==> src/rtl/mem_arbiter_pkg.sv <==
// Shared memory-pipeline types: arbiter state, grant owner and the downstream
// bus request record that the bus bridge also consumes.
package mem_arbiter_pkg;

   localparam int ARB_ADDR_W = 64;
   localparam int ARB_DATA_W = 64;

   typedef enum logic [1:0] {
      IDLE,
      BUSY,
      RESP
   } arb_state_t;

   typedef enum logic {
      GNT_I,
      GNT_D
   } arb_gnt_t;

   typedef struct packed {
      logic [ARB_ADDR_W-1:0]   addr;
      logic                    write;
      logic [ARB_DATA_W-1:0]   wdata;
      logic [ARB_DATA_W/8-1:0] strobe;
   } bus_req_t;

endpackage

==> src/rtl/mem_arbiter_if.sv <==
// Signal bundle between the fetch/data requesters, the arbiter and the bus bridge.
interface mem_arbiter_if
   import mem_arbiter_pkg::*;
#(
   parameter int ADDR_W = ARB_ADDR_W,
   parameter int DATA_W = ARB_DATA_W
);
   // Requests hold valid and all fields until their one-cycle resp_valid pulse;
   // bus_valid holds with stable fields until a one-cycle bus_ok.
   logic                  i_req_valid;
   logic [ADDR_W-1:0]     i_req_addr;
   logic                  i_resp_valid;
   logic [DATA_W-1:0]     i_resp_data;

   logic                  d_req_valid;
   logic [ADDR_W-1:0]     d_req_addr;
   logic                  d_req_write;
   logic [DATA_W-1:0]     d_req_wdata;
   logic [DATA_W/8-1:0]   d_req_strobe;
   logic                  d_resp_valid;
   logic [DATA_W-1:0]     d_resp_data;

   logic                  bus_valid;
   logic [ADDR_W-1:0]     bus_addr;
   logic                  bus_write;
   logic [DATA_W-1:0]     bus_wdata;
   logic [DATA_W/8-1:0]   bus_strobe;
   logic                  bus_ok;
   logic [DATA_W-1:0]     bus_data;

   modport slave (
      input  i_req_valid, i_req_addr,
      output i_resp_valid, i_resp_data,
      input  d_req_valid, d_req_addr, d_req_write, d_req_wdata, d_req_strobe,
      output d_resp_valid, d_resp_data,
      output bus_valid, bus_addr, bus_write, bus_wdata, bus_strobe,
      input  bus_ok, bus_data
   );

   modport master (
      output i_req_valid, i_req_addr,
      input  i_resp_valid, i_resp_data,
      output d_req_valid, d_req_addr, d_req_write, d_req_wdata, d_req_strobe,
      input  d_resp_valid, d_resp_data,
      input  bus_valid, bus_addr, bus_write, bus_wdata, bus_strobe,
      output bus_ok, bus_data
   );

endinterface

==> src/rtl/mem_arbiter_arb_pick.sv <==
// Grant selection: data wins unless fetch is waiting and the data burst is used up.
module arb_pick
   import mem_arbiter_pkg::*;
(
   input  logic     i_valid,
   input  logic     d_valid,
   input  logic     burst_full,
   output arb_gnt_t gnt
);

   always_comb begin
      gnt = GNT_I;
      if (d_valid && !(i_valid && burst_full)) begin
         gnt = GNT_D;
      end
   end

endmodule

==> src/rtl/mem_arbiter.sv <==
// Single-outstanding arbiter sharing the memory bus between fetch and data ports,
// with data priority bounded by a burst limit so fetch cannot starve.
module mem_arbiter
   import mem_arbiter_pkg::*;
#(
   parameter int  ADDR_W      = ARB_ADDR_W,
   parameter int  DATA_W      = ARB_DATA_W,
   parameter int  MAX_D_BURST = 4,
   localparam int CNT_W       = $clog2(MAX_D_BURST + 1)
) (
   input  logic             clk,
   input  logic             reset,
   mem_arbiter_if.slave     arb_if,
   output arb_state_t       state_o,
   output arb_gnt_t         gnt_o,
   output logic [CNT_W-1:0] burst_cnt_o
);

   arb_state_t          state_q, state_d;
   arb_gnt_t            gnt_q, gnt_d;
   logic [CNT_W-1:0]    burst_q, burst_d;
   bus_req_t            bus_q, bus_d;
   logic                bus_valid_q, bus_valid_d;
   logic [DATA_W-1:0]   i_data_q, i_data_d;
   logic [DATA_W-1:0]   d_data_q, d_data_d;

   arb_gnt_t            pick_gnt;
   logic                burst_full;
   logic                any_req;
   logic [ADDR_W-1:0]   win_addr;
   logic                win_write;
   logic [DATA_W-1:0]   win_wdata;
   logic [DATA_W/8-1:0] win_strobe;

   assign burst_full = (burst_q == CNT_W'(MAX_D_BURST));
   assign any_req    = arb_if.i_req_valid || arb_if.d_req_valid;

   arb_pick u_pick (
      .i_valid    (arb_if.i_req_valid),
      .d_valid    (arb_if.d_req_valid),
      .burst_full (burst_full),
      .gnt        (pick_gnt)
   );

   // Fetch requests are always reads with no byte lanes enabled.
   always_comb begin
      win_addr   = arb_if.i_req_addr;
      win_write  = 1'b0;
      win_wdata  = '0;
      win_strobe = '0;
      if (pick_gnt == GNT_D) begin
         win_addr   = arb_if.d_req_addr;
         win_write  = arb_if.d_req_write;
         win_wdata  = arb_if.d_req_wdata;
         win_strobe = arb_if.d_req_strobe;
      end
   end

   always_comb begin
      state_d     = state_q;
      gnt_d       = gnt_q;
      burst_d     = burst_q;
      bus_d       = bus_q;
      bus_valid_d = bus_valid_q;
      i_data_d    = i_data_q;
      d_data_d    = d_data_q;
      case (state_q)
         IDLE: begin
            if (any_req) begin
               gnt_d       = pick_gnt;
               bus_d       = '{addr: win_addr, write: win_write, wdata: win_wdata, strobe: win_strobe};
               bus_valid_d = 1'b1;
               state_d     = BUSY;
               // Only data grants that make fetch wait count toward the burst.
               if (pick_gnt == GNT_D && arb_if.i_req_valid) begin
                  if (!burst_full) begin
                     burst_d = burst_q + CNT_W'(1);
                  end
               end else begin
                  burst_d = '0;
               end
            end
         end
         BUSY: begin
            if (arb_if.bus_ok) begin
               if (gnt_q == GNT_D) begin
                  d_data_d = arb_if.bus_data;
               end else begin
                  i_data_d = arb_if.bus_data;
               end
               bus_valid_d = 1'b0;
               state_d     = RESP;
            end
         end
         RESP: begin
            state_d = IDLE;
         end
         default: begin
            state_d = IDLE;
         end
      endcase
   end

   always_ff @(posedge clk) begin
      if (reset) begin
         state_q     <= IDLE;
         gnt_q       <= GNT_I;
         burst_q     <= '0;
         bus_q       <= '0;
         bus_valid_q <= 1'b0;
         i_data_q    <= '0;
         d_data_q    <= '0;
      end else begin
         state_q     <= state_d;
         gnt_q       <= gnt_d;
         burst_q     <= burst_d;
         bus_q       <= bus_d;
         bus_valid_q <= bus_valid_d;
         i_data_q    <= i_data_d;
         d_data_q    <= d_data_d;
      end
   end

   assign arb_if.bus_valid    = bus_valid_q;
   assign arb_if.bus_addr     = bus_q.addr;
   assign arb_if.bus_write    = bus_q.write;
   assign arb_if.bus_wdata    = bus_q.wdata;
   assign arb_if.bus_strobe   = bus_q.strobe;

   assign arb_if.i_resp_valid = (state_q == RESP) && (gnt_q == GNT_I);
   assign arb_if.d_resp_valid = (state_q == RESP) && (gnt_q == GNT_D);
   assign arb_if.i_resp_data  = i_data_q;
   assign arb_if.d_resp_data  = d_data_q;

   assign state_o     = state_q;
   assign gnt_o       = gnt_q;
   assign burst_cnt_o = burst_q;

endmodule

==> src/flat_wrapper.sv <==
// flat-port wrapper written by rule: the top's interface ports become plain ports
module mem_arbiter_flat import mem_arbiter_pkg::*;
#(
   parameter int  ADDR_W      = ARB_ADDR_W,
   parameter int  DATA_W      = ARB_DATA_W,
   parameter int  MAX_D_BURST = 4,
   localparam int CNT_W       = $clog2(MAX_D_BURST + 1)
)
  (clk, reset, state_o, gnt_o, burst_cnt_o, arb_if_i_req_valid, arb_if_i_req_addr, arb_if_i_resp_valid, arb_if_i_resp_data, arb_if_d_req_valid, arb_if_d_req_addr, arb_if_d_req_write, arb_if_d_req_wdata, arb_if_d_req_strobe, arb_if_d_resp_valid, arb_if_d_resp_data, arb_if_bus_valid, arb_if_bus_addr, arb_if_bus_write, arb_if_bus_wdata, arb_if_bus_strobe, arb_if_bus_ok, arb_if_bus_data);
  mem_arbiter_if #(.ADDR_W(ADDR_W), .DATA_W(DATA_W)) arb_if_i ();
  input  logic clk;
  input  logic reset;
  output arb_state_t state_o;
  output arb_gnt_t gnt_o;
  output logic [CNT_W-1:0] burst_cnt_o;
  input wire logic [$bits(arb_if_i.i_req_valid)-1:0] arb_if_i_req_valid;
  input wire logic [$bits(arb_if_i.i_req_addr)-1:0] arb_if_i_req_addr;
  output wire logic [$bits(arb_if_i.i_resp_valid)-1:0] arb_if_i_resp_valid;
  output wire logic [$bits(arb_if_i.i_resp_data)-1:0] arb_if_i_resp_data;
  input wire logic [$bits(arb_if_i.d_req_valid)-1:0] arb_if_d_req_valid;
  input wire logic [$bits(arb_if_i.d_req_addr)-1:0] arb_if_d_req_addr;
  input wire logic [$bits(arb_if_i.d_req_write)-1:0] arb_if_d_req_write;
  input wire logic [$bits(arb_if_i.d_req_wdata)-1:0] arb_if_d_req_wdata;
  input wire logic [$bits(arb_if_i.d_req_strobe)-1:0] arb_if_d_req_strobe;
  output wire logic [$bits(arb_if_i.d_resp_valid)-1:0] arb_if_d_resp_valid;
  output wire logic [$bits(arb_if_i.d_resp_data)-1:0] arb_if_d_resp_data;
  output wire logic [$bits(arb_if_i.bus_valid)-1:0] arb_if_bus_valid;
  output wire logic [$bits(arb_if_i.bus_addr)-1:0] arb_if_bus_addr;
  output wire logic [$bits(arb_if_i.bus_write)-1:0] arb_if_bus_write;
  output wire logic [$bits(arb_if_i.bus_wdata)-1:0] arb_if_bus_wdata;
  output wire logic [$bits(arb_if_i.bus_strobe)-1:0] arb_if_bus_strobe;
  input wire logic [$bits(arb_if_i.bus_ok)-1:0] arb_if_bus_ok;
  input wire logic [$bits(arb_if_i.bus_data)-1:0] arb_if_bus_data;
  assign arb_if_i.i_req_valid = arb_if_i_req_valid;
  assign arb_if_i.i_req_addr = arb_if_i_req_addr;
  assign arb_if_i_resp_valid = arb_if_i.i_resp_valid;
  assign arb_if_i_resp_data = arb_if_i.i_resp_data;
  assign arb_if_i.d_req_valid = arb_if_d_req_valid;
  assign arb_if_i.d_req_addr = arb_if_d_req_addr;
  assign arb_if_i.d_req_write = arb_if_d_req_write;
  assign arb_if_i.d_req_wdata = arb_if_d_req_wdata;
  assign arb_if_i.d_req_strobe = arb_if_d_req_strobe;
  assign arb_if_d_resp_valid = arb_if_i.d_resp_valid;
  assign arb_if_d_resp_data = arb_if_i.d_resp_data;
  assign arb_if_bus_valid = arb_if_i.bus_valid;
  assign arb_if_bus_addr = arb_if_i.bus_addr;
  assign arb_if_bus_write = arb_if_i.bus_write;
  assign arb_if_bus_wdata = arb_if_i.bus_wdata;
  assign arb_if_bus_strobe = arb_if_i.bus_strobe;
  assign arb_if_i.bus_ok = arb_if_bus_ok;
  assign arb_if_i.bus_data = arb_if_bus_data;
  mem_arbiter #(.ADDR_W(ADDR_W), .DATA_W(DATA_W), .MAX_D_BURST(MAX_D_BURST)) u_core (.clk(clk), .reset(reset), .arb_if(arb_if_i), .state_o(state_o), .gnt_o(gnt_o), .burst_cnt_o(burst_cnt_o));
endmodule
==> config.mk <==
export PLATFORM = sky130hd
export DESIGN_NAME = mem_arbiter_flat
export DESIGN_NICKNAME = d
export VERILOG_FILES = /design/src/rtl/mem_arbiter_pkg.sv /design/src/rtl/mem_arbiter_if.sv /design/src/rtl/mem_arbiter_arb_pick.sv /design/src/rtl/mem_arbiter.sv /design/src/flat_wrapper.sv
export SDC_FILE = /design/constraint.sdc
export NUM_CORES = 1
export LEC_CHECK = 0
export ABC_AREA = 1
export BUFFER_PORTS_ARGS = -buffer_cell sky130_fd_sc_hd__buf_4
export CAP_MARGIN = 20
export CORE_AREA = 2 2 210 212
export DETAILED_ROUTE_END_ITERATION = 10
export DIE_AREA = 0 0 212 214
export GPL_TIMING_DRIVEN = 0
export PLACE_DENSITY = 0.58
export SETUP_SLACK_MARGIN = 0.1
export SLEW_MARGIN = 40
export SYNTH_ARGS = -nofsm -noshare
export SYNTH_HDL_FRONTEND = slang
export SYNTH_SLANG_ARGS = --single-unit
==> constraint.sdc <==
create_clock -name clk -period 2.7 [get_ports clk]
set_input_delay 0.135 -clock clk [delete_from_list [all_inputs] [get_ports clk]]
set_output_delay 0.135 -clock clk [all_outputs]
set_load 0.01 [all_outputs]
# After elaboration in Yosys (flattened, before gate mapping)

Cells that the tools add are included.
Widths: inputs -> output; s select.

Bitwise operators: 1
Order comparisons: 0
Equality and inequality tests: 6
Divide/modulo/power cells: 0
$add $sub $neg: 1
Shifts and indexed selects: 0
Multiply operators: 0
Reduce and logical (&&, ||, !) cells: 15
Muxes and demuxes: 13

Operator list:

| operator            | count |
|---|---|
| $mux 64             | 2 |
| $reduce_and 3->1    | 4 |
| $mux 8              | 1 |
| $mux 3              | 2 |
| $logic_and 1x1->1   | 5 |
| $mux 1              | 4 |
| $mux 2              | 2 |
| $ne 2x2->1 const B  | 2 |
| $pmux 2 s2          | 1 |
| $reduce_and 2->1    | 2 |
| $add 3x1->3 const B | 1 |
| $eq 3x3->1 const B  | 1 |
| $eq 2x1->1 const B  | 1 |
| $eq 2x2->1 const B  | 1 |
| $logic_not 2->1     | 1 |
| $ne 2x1->1 const B  | 1 |
| $pmux 1 s2          | 1 |
| $reduce_bool 2->1   | 1 |
| $logic_not 1->1     | 1 |
| $logic_or 1x1->1    | 1 |
| $not 1->1           | 1 |

Bits in latches: 0
Memories: 0
Bits in registers: 272
Bits in writable memories: 0
Bits in read-only memories: 0

# Depth between registers and ports, before layout

Depth after elaboration: 8
Mapped depth: 9
Depth with buffers taken out: 8

# Hierarchy

A second synthesis with hierarchy kept.

Cells, all modules: 1428
Area total of the unflattened synthesis: 10553.9 µm²

By module, submodules not included:

| module      | sequential area each (µm²) | area an instance (µm²) | instances | cells an instance |
|---|---|---|---|---|
| mem_arbiter | 5445.2                     | 10541.4                | 1         | 1426 |
| arb_pick    | 0.0                        | 12.5                   | 1         | 2 |

# Least setup slack after synthesis

No wires, ideal clock.

Kind: reg-to-reg
Start point: register u_core.burst_q[0], in the netlist u_core.burst_cnt_o[0]
End point: register u_core.bus_q (netlist bit u_core.arb_if.bus_addr[23])
Arrival: 1.339 ns
Cell stages (with the launch flop): 10
Period minus slack after synthesis: 1.448 ns
Required time: 2.591 ns
Library setup time: 0.109 ns
Path buffers: 1
Path slack: 1.252 ns
Cells stage by stage: dfxtp_1 > inv_1 > ha_1 > nand3_1 > nand2_1 > buf_2 > nand2_1 > nand3_1 > nand2_1 > inv_1

Word-level cells in the longest chain between the ends: 6

Ends and longest elaborated chain:

| item                   | line                       | RTL |
|---|---|---|
| from (decl)            | mem_arbiter.sv:21          | `logic [CNT_W-1:0] burst_q, burst_d;` |
| from (signal assigned) | mem_arbiter.sv:116         | `burst_q <= burst_d;` |
| $eq 3x3->1             | mem_arbiter.sv:35          | `assign burst_full = (burst_q == CNT_W'(MAX_D_BURST));` |
| $logic_and 1x1->1      | mem_arbiter_arb_pick.sv:13 | `if (d_valid && !(i_valid && burst_full)) begin` |
| $logic_not 1->1        | mem_arbiter_arb_pick.sv:13 |  |
| $logic_and 1x1->1      | mem_arbiter_arb_pick.sv:13 |  |
| $mux 1                 | mem_arbiter_arb_pick.sv:13 |  |
| $mux 64                | mem_arbiter.sv:51          | `if (pick_gnt == GNT_D) begin` |
| to (signal assigned)   | mem_arbiter.sv:117         | `bus_q <= bus_d;` |
| to (decl)              | mem_arbiter.sv:22          | `bus_req_t bus_q, bus_d;` |

No other way between the ends.
A chain may end at the register's enable or synchronous reset.

# Final worst setup path

Start point: register u_core.state_q[1], in the netlist u_core.state_o[1]
End point: register u_core.bus_q (netlist bit u_core.arb_if.bus_addr[24])

Word-level cells in the longest chain between the ends: 2

Ends and longest elaborated chain:

| item                       | line               | RTL |
|---|---|---|
| from (decl)                | mem_arbiter.sv:19  | `arb_state_t state_q, state_d;` |
| from (signal assigned)     | mem_arbiter.sv:114 | `state_q <= state_d;` |
| $logic_not 2->1            | mem_arbiter.sv:67  | `case (state_q)` |
| $reduce_and 2->1 (no line) | n/a                |  |

No other way between the ends.

==> metrics.yaml <==
area_growth_pct: 76.9
worstMarginPinSlew_ns: 0.753
dpl.hpwl_um: 38400
stdcell_area_um2: 19600
crit_chain: "inv_1 -> nand2_1 -> nor2_2 -> buf_1 -> nand3_1 -> dlygate4sd3_1 -> nand2_1 -> inv_1"
drive_gt1_frac: 0.283
antenna_found_initial: 1
post_drt_via_cell_ratio: 4.63
finalCriticalPeriod_ns: 2.44
vias: 13700
ys_warn_count: 0
die_h_um: 214
grt_setup_unrepaired: "no"
ys_seq_area_frac: 0.491
synthCells: 1514
slew_headroom: 0.498
std_cell_rows: 76
finalSetupViolations: 0
ioPinCount: 544
cp.arrival_ns: 2.90
start_util: 0.259
cts_max_level: 1
wirelength_um: 51200
critPathMaxStageDelay_ns: 0.63
overflow: 0
whs_ns: 0.127
crit_type: "flop to flop"
wl_per_cell_um: 17.3
cts_buffers: 31
max_freq_mhz: 410
tns_ns: 0
clkTransAtPathRegs_ns: 0.06
grt_use_total: 0.216
cts_sinks: 272
synth_top_cell_area_share: 0.491
core_um2: 42900
cp_slowest_cell: "dlygate4sd3_1"
post-place-ws_ns: 0.574
yosysUniqueCellTypes: 22
stdcell_count: 2966
finalWorstSetupSlack_ns: 0.263
syn_area_um2: 11100
worst_ep_required_time_ns: 3.17
first_global_vias: 13600
drc: 0
dp_cells: 2640
yosys-top-cells-area: "dfxtp_1 (49%), nand2_1 (9.6%), a21oi_1 (9.2%), nand4_1 (7.7%), nand3_1 (6.0%)"
avgSynthCellArea_um2: 7.33
cp-end-kind: "flop"
final-hold-violation-count: 0
finalMaxSlewViolations: 0
synth_nets: 1786
p_leak_nw: 8.97
place_area_um2: 15900
clockRootBuffer: "clkbuf_16"
worstPathMaxFanout: 10
drtIter0Drc: 798
cap_violations: 0
grt_pass1_wl_um: 76800
cp-start-kind: "flop"
crit_family: "buffers and inverters"
dr.pass1.iters: 5
skew_ns: 0.0131
die_w_um: 212
clockBufferDepth: 3
min_period_over_period: 0.903
clock_latency_ns: 0.58
status: "finished, final reports clean"
layout.nets: 2627
ant_nets: 0
die-area_um2: 45400
hold_class: "primary input to flop"
port_buffers: 541
ys_ff_latch: 272
tritoncts: "done"
peakVddDrop_v: 0.000462
path_buf_inv: 4
yosysTopAreaCell: "dfxtp_1"
grt_max_degree: 16
postCtsSetupBuffers: 0
place.gp.congestion: 0.899
pwr_density_cell_nw_per_um2: 576
cell usage in the layout, fill, tap and decap left out, types with 2 or more instances in the layout:
master	instances
o21ai_0	44
a21oi_1	204
nand2_2	2
diode_2	3
nor2_1	134
inv_2	2
buf_2	65
clkbuf_8	4
nand2_1	282
o21ai_1	20
nand3_1	133
dlygate4sd3_1	267
inv_1	138
nand4_1	137
nor2_2	2
clkbuf_16	31
buf_1	9
clkbuf_1	60
clkbuf_2	6
ha_1	2
bufinv_16	5
dfxtp_1	272
clkinv_2	6
buf_4	545
path summary, 6_finish.rpt:
kind                            startpoint                            end  slack [ns]  cells past startpoint
max                      u_core.state_o[1]     u_core.arb_if.bus_addr[24]        0.26                      8
min                     arb_if_d_req_valid          u_core.burst_cnt_o[2]        0.13                      7
max reg2reg              u_core.state_o[1]     u_core.arb_if.bus_addr[24]        0.26                      8
min reg2reg  u_core.arb_if.d_resp_data[15]  u_core.arb_if.d_resp_data[15]        0.46                      2
Yosys cell counts:
library cell	count
inv_1	138
nor2_2	2
buf_1	9
o21ai_0	44
nand2_1	283
dfxtp_1	272
clkbuf_1	53
nor2_4	1
ha_1	2
buf_2	66
nor2_1	134
a21oi_1	204
inv_2	2
clkbuf_2	6
buf_4	4
nand2_2	1
nor3_1	1
nand3_1	133
nand4_1	137
o21ai_1	20
and3_1	1
nand3_2	1
flip-flops by register name, summed over array words and instances, names as in the netlist:
signal and flops:
u_core.arb_if.bus_write 1, u_core.gnt_o 1, u_core.arb_if.bus_valid 1, u_core.arb_if.bus_wdata 64, u_core.arb_if.bus_addr 64, u_core.arb_if.i_resp_data 64
u_core.arb_if.d_resp_data 64, u_core.state_o 2, u_core.arb_if.bus_strobe 8, u_core.burst_cnt_o 3
timing repair:
item / 4_1_cts / 5_1_grt
resized for setup: 0 / 2
hold endpoints to repair: 268 / 0
setup endpoints to repair: 0 / 3
hold buffers: 267 / 0
worst reg2reg max path, cell delays in order, from the launching register on:
cell	delay, ns
dfxtp_1	0.37
inv_1	0.09
nand2_1	0.14
nor2_2	0.33
buf_1	0.46
nand3_1	0.21
dlygate4sd3_1	0.63
nand2_1	0.06
inv_1	0.04
where the power goes:
| group | leakage [nW] | switching [mW] | internal [mW] |
|---|---|---|---|
| Sequential | 2.23 | 0.162 | 4.28 |
| Combinational | 6.22 | 1.23 | 1.22 |
| Clock | 0.522 | 1.73 | 2.69 |
| Total | 8.97 | 3.12 | 8.19 |
through the flow:
stage           util  power [mW]
5_1_grt        0.458        11.8
4_1_cts        0.458        11.4
2_1_floorplan      -        5.44
3_5_place_dp   0.371        6.57
3_3_place_gp   0.371        6.54
6_report       0.458        11.3
cell type report:
type	instances	area (um2)
Fill cell	4219	23200
Timing Repair Buffer	808	6730
Sequential cell	272	5450
Multi-Input combinational cell	964	4510
Clock buffer	42	857
Tap cell	585	732
Buffer	138	626
Inverter	140	526
Clock inverter	14	205
Antenna cell	3	7.51
per-layer routing:
metal | vias up | share of wire | track usage | wire (um)
met2 | 598 | 0.49 | 0.377 | 24800
met5 | - | 0 | 0 | 0
met4 | 0 | 0.037 | 0.0796 | 1910
met1 | 6329 | 0.40 | 0.256 | 20500
met3 | 110 | 0.077 | 0.0493 | 3960
li1 | 6699 | - | - | -
cell families after synthesis:
family,count (synthesis),synth area share
and+or+nand+nor,694,0.283
adders and majority gates,2,0.00225
buffers and inverters,278,0.103
AOI/OAI and AO/OA,268,0.121
DFF,272,0.491
No activity file was read; power rests on OpenSTA's default activity.
